`src/rtl/lcd_delay_scheduler_pkg.sv`:
```
// Shared timing definitions for the LCD delay scheduler: default clock rate,
// FSM state encodings and a width helper.
package lcd_delay_scheduler_pkg;

    localparam int unsigned CLK_HZ_DEF = 50_000_000;

    localparam logic [1:0] S_IDLE  = 2'd0;
    localparam logic [1:0] S_LOAD  = 2'd1;
    localparam logic [1:0] S_COUNT = 2'd2;
    localparam logic [1:0] S_DONE  = 2'd3;

    // Bits needed to hold 0..v-1, never less than one.
    function automatic int unsigned clog2_min1(input int unsigned v);
        int unsigned w;
        w = 1;
        while ((32'd1 << w) < v) begin
            w++;
        end
        return w;
    endfunction

endpackage

```
`src/rtl/lcd_delay_scheduler_rr_arb2.sv`:
```
// Two-way round-robin pick: the requester that did not own the counter last
// wins a tie; a sole requester always wins. Purely combinational.
module lcd_delay_scheduler_rr_arb2 (
    input  logic [1:0] req,
    input  logic       last,
    output logic [1:0] win_c
);

    always_comb begin
        win_c = 2'b00;
        unique case (req)
            2'b01:   win_c = 2'b01;
            2'b10:   win_c = 2'b10;
            2'b11:   win_c = last ? 2'b01 : 2'b10;
            default: win_c = 2'b00;
        endcase
    end

endmodule

```
`src/rtl/lcd_delay_scheduler.sv`:
```
// Shared microsecond delay counter for the LCD init sequencer (req0) and the
// refresh/write FSM (req1), with round-robin ownership and a done pulse.
module lcd_delay_scheduler
    import lcd_delay_scheduler_pkg::*;
#(
    parameter int unsigned CLK_HZ  = CLK_HZ_DEF,
    parameter int unsigned TICK_HZ = 1_000_000,
    parameter int unsigned DLY_W   = 20
) (
    input  logic             clk,
    input  logic             rst,
    input  logic [1:0]       req,
    input  logic [DLY_W-1:0] dly0,
    input  logic [DLY_W-1:0] dly1,
    output logic [1:0]       gnt,
    output logic [1:0]       done,
    output logic             busy,
    output logic             unit_tk
);

    localparam int unsigned      PRE      = CLK_HZ / TICK_HZ;
    localparam int unsigned      PRE_W    = clog2_min1(PRE);
    localparam logic [PRE_W-1:0] PRE_LAST = PRE_W'(PRE - 1);

    if (PRE < 1) begin : g_pre_check
        $error("lcd_delay_scheduler: CLK_HZ/TICK_HZ must be at least 1");
    end

    logic [1:0]       state, state_nxt;
    logic [1:0]       gnt_nxt, done_nxt, win;
    logic             busy_nxt, tk_nxt;
    logic             last, last_nxt;
    logic [DLY_W-1:0] remain, remain_nxt;
    logic [PRE_W-1:0] pre, pre_nxt;

    lcd_delay_scheduler_rr_arb2 u_arb (
        .req   (req),
        .last  (last),
        .win_c (win)
    );

    // Next-state and next-output logic; 'last' doubles as the current owner index.
    always_comb begin
        state_nxt  = state;
        gnt_nxt    = gnt;
        done_nxt   = 2'b00;
        tk_nxt     = 1'b0;
        last_nxt   = last;
        remain_nxt = remain;
        pre_nxt    = pre;

        unique case (state)
            S_IDLE: begin
                if (|req) begin
                    state_nxt  = S_LOAD;
                    gnt_nxt    = win;
                    last_nxt   = win[1];
                    remain_nxt = win[1] ? dly1 : dly0;
                    pre_nxt    = '0;
                end
            end
            S_LOAD: begin
                if (!req[last]) begin
                    state_nxt = S_IDLE;
                    gnt_nxt   = 2'b00;
                end else if (remain == '0) begin
                    state_nxt = S_DONE;
                    done_nxt  = gnt;
                end else begin
                    state_nxt = S_COUNT;
                end
            end
            S_COUNT: begin
                if (!req[last]) begin
                    state_nxt = S_IDLE;
                    gnt_nxt   = 2'b00;
                end else if (pre == PRE_LAST) begin
                    pre_nxt = '0;
                    tk_nxt  = 1'b1;
                    if (remain != '0) begin
                        remain_nxt = remain - DLY_W'(1);
                    end
                    if (remain <= DLY_W'(1)) begin
                        state_nxt = S_DONE;
                        done_nxt  = gnt;
                    end
                end else begin
                    pre_nxt = pre + PRE_W'(1);
                end
            end
            S_DONE: begin
                state_nxt = S_IDLE;
                gnt_nxt   = 2'b00;
            end
            default: begin
                state_nxt = S_IDLE;
                gnt_nxt   = 2'b00;
            end
        endcase

        busy_nxt = (state_nxt != S_IDLE);
    end

    always_ff @(posedge clk or posedge rst) begin
        if (rst) begin
            state   <= S_IDLE;
            gnt     <= 2'b00;
            done    <= 2'b00;
            busy    <= 1'b0;
            unit_tk <= 1'b0;
            last    <= 1'b1;
            remain  <= '0;
            pre     <= '0;
        end else begin
            state   <= state_nxt;
            gnt     <= gnt_nxt;
            done    <= done_nxt;
            busy    <= busy_nxt;
            unit_tk <= tk_nxt;
            last    <= last_nxt;
            remain  <= remain_nxt;
            pre     <= pre_nxt;
        end
    end

endmodule

```
`config.mk`:
```
export PLATFORM = sky130hd
export DESIGN_NAME = lcd_delay_scheduler
export DESIGN_NICKNAME = d
export VERILOG_FILES = /design/src/rtl/lcd_delay_scheduler_pkg.sv /design/src/rtl/lcd_delay_scheduler_rr_arb2.sv /design/src/rtl/lcd_delay_scheduler.sv
export SDC_FILE = /design/constraint.sdc
export NUM_CORES = 1
export LEC_CHECK = 0
export CAP_MARGIN = 10
export CORE_MARGIN = 3
export CORE_UTILIZATION = 35
export CTS_CLUSTER_DIAMETER = 30
export DETAILED_ROUTE_END_ITERATION = 10
export GPL_TIMING_DRIVEN = 0
export MAX_ROUTING_LAYER = met4
export SETUP_SLACK_MARGIN = 0.2
export SYNTH_ARGS = -nofsm -noshare
export SYNTH_HDL_FRONTEND = slang
export SYNTH_HIERARCHICAL = 1
export SYNTH_SLANG_ARGS = --single-unit
```
`constraint.sdc`:
```
create_clock -name clk -period 2.3 [get_ports clk]
set_input_delay 0.23 -clock clk [delete_from_list [all_inputs] [get_ports clk]]
set_output_delay 0.23 -clock clk [all_outputs]
set_load 0.01 [all_outputs]
```
* After elaboration in Yosys (flattened, before gate mapping)
Index checks and enable logic that the tools add are counted.
** Storage, ports and cells
- Logic and storage cells :: 68
- Output and inout bits :: 6
- Memories :: 0
- Register bits after elaboration :: 35
- Bits in latches :: 0
- Memory bits (writable) :: 0
- Bits in read-only memories :: 0
** Operators by class
- Equal/unequal tests :: 12
- Shift operators :: 0
- Order comparisons :: 2
- Multiplexer cells :: 33
- Divide/modulo/power cells :: 0
- Multiply operators :: 0
- Reduce and logical (&&, ||, !) cells :: 11
- Bitwise gates (word level) :: 0
- Add/subtract/negate cells :: 2
** Operators by type and width (number)
- $mux W20 :: 5
- $pmux W20 S2 :: 1
- $mux W2 :: 13
- $le A20 B1 Y1 const B :: 1
- $logic_not A20 Y1 :: 1
- $reduce_bool A20 Y1 :: 1
- $sub A20 B1 Y20 const B :: 1
- $mux W6 :: 3
- $pmux W2 S3 :: 2
- $pmux W6 S2 :: 1
- $ne A2 B2 Y1 const B :: 5
- $eq A2 B2 Y1 const B :: 4
- $pmux W2 S4 :: 1
- $add A6 B1 Y6 const B :: 1
- $eq A6 B6 Y1 const B :: 1
- $mux W1 :: 6
- $reduce_and A5 Y1 :: 1
- $eq A2 B1 Y1 const B :: 2
- $pmux W2 S2 :: 1
- $reduce_and A2 Y1 :: 2
- $reduce_bool A2 Y1 :: 2
- $reduce_or A2 Y1 :: 2
- $reduce_and A3 Y1 :: 1
- $logic_not A2 Y1 :: 1
- $lt A1 B2 Y1 const B :: 1

* Longest topological paths before layout
- Word-level depth :: 6
- Gate-level depth with buffers :: 10
- Depth with buffers taken out :: 7

* Modules after synthesis
The synthesis kept the hierarchy.
** Modules (own cells, without submodules)
- lcd_delay_scheduler :: sequential area each 877.1 µm², cells each 271, instances 1, area each 2461.1 µm²
- lcd_delay_scheduler_rr_arb2 :: sequential area each 0.0 µm², cells each 3, instances 1, area each 18.8 µm²

* Least setup slack after synthesis
No wires, ideal clock.
- Path kind :: flip-flop to flip-flop
- Start :: register state[0]
- End :: register remain[16]
- Buffers on the path :: 2
- Stages on the path, launching flop included :: 8
- Clock period less this slack :: 2.063 ns
- Slack :: 0.237 ns
- Required time :: 2.175 ns
- Setup time :: 0.125 ns
- Arrival :: 1.939 ns
- Cells stage by stage :: dfrtp_1 > inv_1 > ha_1 > or3b_2 > dlygate4sd1_1 > o221ai_1 > buf_2 > mux2_2
** Between the ends
- Cells in the longest elaborated chain, start to end :: 3
- Elaborated cells on any way between the ends :: 9
- Classes of those cells :: 5 x eq/ne; 1 x mux; 3 x reduce/logical
** RTL lines
- start: declaration :: line lcd_delay_scheduler.sv:29 : logic [1:0] state, state_nxt;
- start signal: assignment :: line lcd_delay_scheduler.sv:115 : state <= state_nxt;
- $eq A2 B2 Y1 or $logic_not A2 Y1 (tied branches) :: line lcd_delay_scheduler.sv:52 : unique case (state)
- $ne A2 B2 Y1 (no line) or $reduce_bool A2 Y1 (tied branches)
- $reduce_and A5 Y1 (no line)
- end signal: assignment :: line lcd_delay_scheduler.sv:121 : remain <= remain_nxt;
- end: declaration :: line lcd_delay_scheduler.sv:33 : logic [DLY_W-1:0] remain, remain_nxt;
Several ways; a longest one is shown, not always the timed one.
A chain may end at the register's enable or synchronous reset.

* Worst setup path after layout
- Start :: register state[0]
- End :: register busy
** Between the ends
- Cells in the longest elaborated chain, start to end :: 5
- Elaborated cells on any way between the ends :: 10
- Classes of those cells :: 3 x eq/ne; 5 x mux; 2 x reduce/logical
** RTL lines
- $mux W2 :: line lcd_delay_scheduler.sv:83 : if (remain <= DLY_W'(1)) begin
- $mux W2 :: line lcd_delay_scheduler.sv:77 : end else if (pre == PRE_LAST) begin
- $mux W2 :: line lcd_delay_scheduler.sv:74 : if (!req[last]) begin
- $pmux W2 S4 * :: line lcd_delay_scheduler.sv:52
- $reduce_bool A2 Y1 * :: line lcd_delay_scheduler.sv:101 : busy_nxt = (state_nxt != S_IDLE);
- named net busy_nxt :: line lcd_delay_scheduler.sv:31 : logic busy_nxt, tk_nxt;
- end signal: assignment :: line lcd_delay_scheduler.sv:118 : busy <= busy_nxt;
- end: declaration :: line lcd_delay_scheduler.sv:17 : output logic busy,
Mark *: on every way through the listed nets, which the timed path passes. The rest lies on a longest branch.

==> summary.txt <==
Clock network
  • # clock sinks: 35
  • Clk_lat worst skew: 0.28 ns
  • Maximum clock path buffer count: 2
  • Clk root buf: clkbuf_8
  • # hold bufs at CTS: 0
  • Clock-pin slew on the worst setup and hold paths: 0.07 ns
  • H-tree Lvls: 2
  • Cts bufs inserted: 5
  • TritonCTS clock tree: done

Cells and area
  • N_diodes: 0
  • Layout cells sized above 1: 19.2%
  • Fin nets: 393
  • Syn-to-layout area delta: 35.7%
  • Design Area, Final: 0.00336 mm^2
  • Post-layout util: 49.2%
  • Fill cells: 675

Global routing
  • Total congestion overflow: 0
  • Number of global-route vias before repair: 2457
  • First-pass GRT wire length: 12.4 mm
  • Pin count of the biggest net entering global routing: 36
  • Gr usage total: 19.1%
  • Initial antenna violation count: 0

Yosys
  • Most frequent cell after synthesis: dfrtp_1
  • Mapped Nets: 325
  • Synth area leader: dfrtp_1
  • Post-synth top cells: dfrtp_1, o21ai_0, nor2_1
  • Number of synthesized flops with an enable pin: 0
  • Main flop type after synthesis: dfrtp_1
  • Cells after Synth: 274
  • Cell Area, Synth: 0.00248 mm^2
  • Top cells by area, synth: dfrtp_1, o21ai_0, nor2_1, mux2i_1, ha_1
  • Share of Yosys cell area claimed by the top area cell type: 34.3%
  • YS warnings: 6
  • Library cells used by synthesis: 55
  • Synth Area per Inst: 9.05 um^2
  • Register bit total from synthesis: 35
  • Share of the yosys chip area belonging to registers: 35.4%
  • Async set or reset register ratio after synthesis: 100%

Setup path
  • CP bufs+invs: 4
  • Cell family with most CP delay: compound AO/OA/AOI/OAI gates
  • Crit path DAT: 2.31 ns
  • CP cell instances: inv_1, ha_1, buf_6, inv_1, clkbuf_8, o41a_2, or3_2, o211ai_2
  • Worst R2R Setup Slack: 0.20 ns
  • Crit path launch type: flop
  • Setup CP Type: flop to flop
  • Worst endpoint required time: 2.51 ns
  • Worst path slowest cell: o41a_2
  • Critical Path End Type: flop
  • Worst Path Max Fanout: 9
  • CP dominant cell by count: inv_1
  • Critical Path Max Stage Delay: 0.48 ns

Timing
  • Setup-failing EPs final: 0
  • Hold slack: 0.407 ns
  • Worst-margin pin slew: 0.779 ns
  • Relative slew slack: 48.0%
  • Skew final: 0.00269 ns
  • RSZ-0062 raised after global routing: true
  • Max Slew Vio Count: 0
  • Final Hold Fails: 0
  • Highest clock rate: 477 MHz
  • Period utilisation layout: 91.1%
  • Tmin final: 2.10 ns

Placed design
  • Dpl hpwl: 5.14 mm
  • Post-DP Area: 0.00309 mm^2
  • PortBufs: 49
  • Final GP Congestion: 0.845

Routing
  • Final ANT Viol Nets: 0
  • Wirelength per Cell: 16.6 um
  • Drt drc: 0
  • Via count: 2429
  • Pre-antenna DRT Iters: 5
  • Initial drt markers: 148
  • Routed WL: 7.29 mm
  • Vias per std cell: 5.53

Floorplanning
  • Die area: 0.00813 mm^2
  • Die W: 90.2 um
  • Std-Cell Rows: 30
  • IO Pins: 50
  • Die Span Y: 90.2 um
  • Core Box Area: 0.00683 mm^2
  • Initial Utilization: 36.3%

Flow run
  • Max-Cap Viols: 0

Outcome
  • Status: finished, final reports clean

Pwr
  • Pwr dens: 1130 mW/mm^2
  • Max IR drop VDD: 0.377 mV
  • P_leak: 1.35 nW

Min path
  • Worst Hold Class: input pin to async pin
[state kept, by name, indices dropped and copies added, names as in the netlist]
| name | count |
|---|---|
| pre | 6 |
| last | 1 |
| gnt | 2 |
| busy | 1 |
| done | 2 |
| state | 2 |
| unit_tk | 1 |
| remain | 20 |
[logic make-up (layout without fill, tap and decap cells)]
logic type | count (synthesis) | count (layout) | share of synthesized area, %
flip-flops | 35 | 35 | 35.4
adder cells (fa/ha/maj) | 7 | 7 | 3.53
multiplexers | 17 | 17 | 7.22
AND/OR/NAND/NOR | 89 | 89 | 21.7
AO/OA/AOI/OAI | 97 | 97 | 26.8
buffers and inverters | 29 | 98 | 5.35
[report_power, final]
group	switching, W	total [W]	leakage, nW	internal, W
clock	0.000234	0.000508	0.0515	0.000274
combinational	0.00112	0.00211	0.858	0.000984
sequential	0.000305	0.00117	0.437	0.000869
[through the flow]
step	worst slack (ns)	setup TNS (ns)	cells	power, W
final	0.205	0	439	0.00379
after global routing	0.0639	0	439	0.00410
after CTS	0.119	0	439	0.00377
after detailed placement	-0.690	-11.07	419	0.00299
after global placement	-0.669	-10.71	419	0.00294
after floorplan	0.237	0	274	0.00241
[metal layers]
layer | share of wire [%] | GRT usage, %
met1 | 44 | 24.8
met2 | 48 | 30.5
met3 | 7.1 | 4.35
met4 | 0.55 | 4.08
met5 | 0 | -
[area by class of cell]
class	instances	area, um^2	area share (%)
plain buffers	15	103	3.05
repair buffers	63	593	17.6
inverters	12	45.0	1.34
flip-flops and latches	35	880	26.1
clock buffers	8	100	2.98
multi-input cells	210	1520	45.3
well taps	96	120	3.57
[cells in the final DEF, fill, tap and decap left out, types with 8 or more instances in the layout]
cell type	Yosys	routed
clkdlybuf4s50_1	0	49
a31oi_1	12	12
nor2_1	28	28
clkbuf_8	1	8
dfrtp_1	34	32
inv_1	12	11
mux2i_1	10	9
nor2b_1	12	11
buf_4	0	16
nand2_1	12	12
o21ai_0	31	28
a21oi_1	9	9
[repair_timing]
item | in CTS | in global routing
setup endpoints to repair | 30 | 25
gates cloned | 1 | 0
pin swaps | 1 | 2
setup buffers | 12 | 1
resized for setup | 25 | 6
[worst paths after layout]
path,from,to,cells past startpoint
max,state[0]$_DFF_PP0_,busy$_DFF_PP0_,8
min,rst,remain[1]$_DFFE_PP0P_,2
max reg2reg,state[0]$_DFF_PP0_,busy$_DFF_PP0_,8
min reg2reg,remain[19]$_DFFE_PP0P_,remain[19]$_DFFE_PP0P_,1
max in group asynchronous,rst,remain[0]$_DFFE_PP0P_,2
min in group clk,remain[19]$_DFFE_PP0P_,remain[19]$_DFFE_PP0P_,1
(Power assumes the default switching activity.)
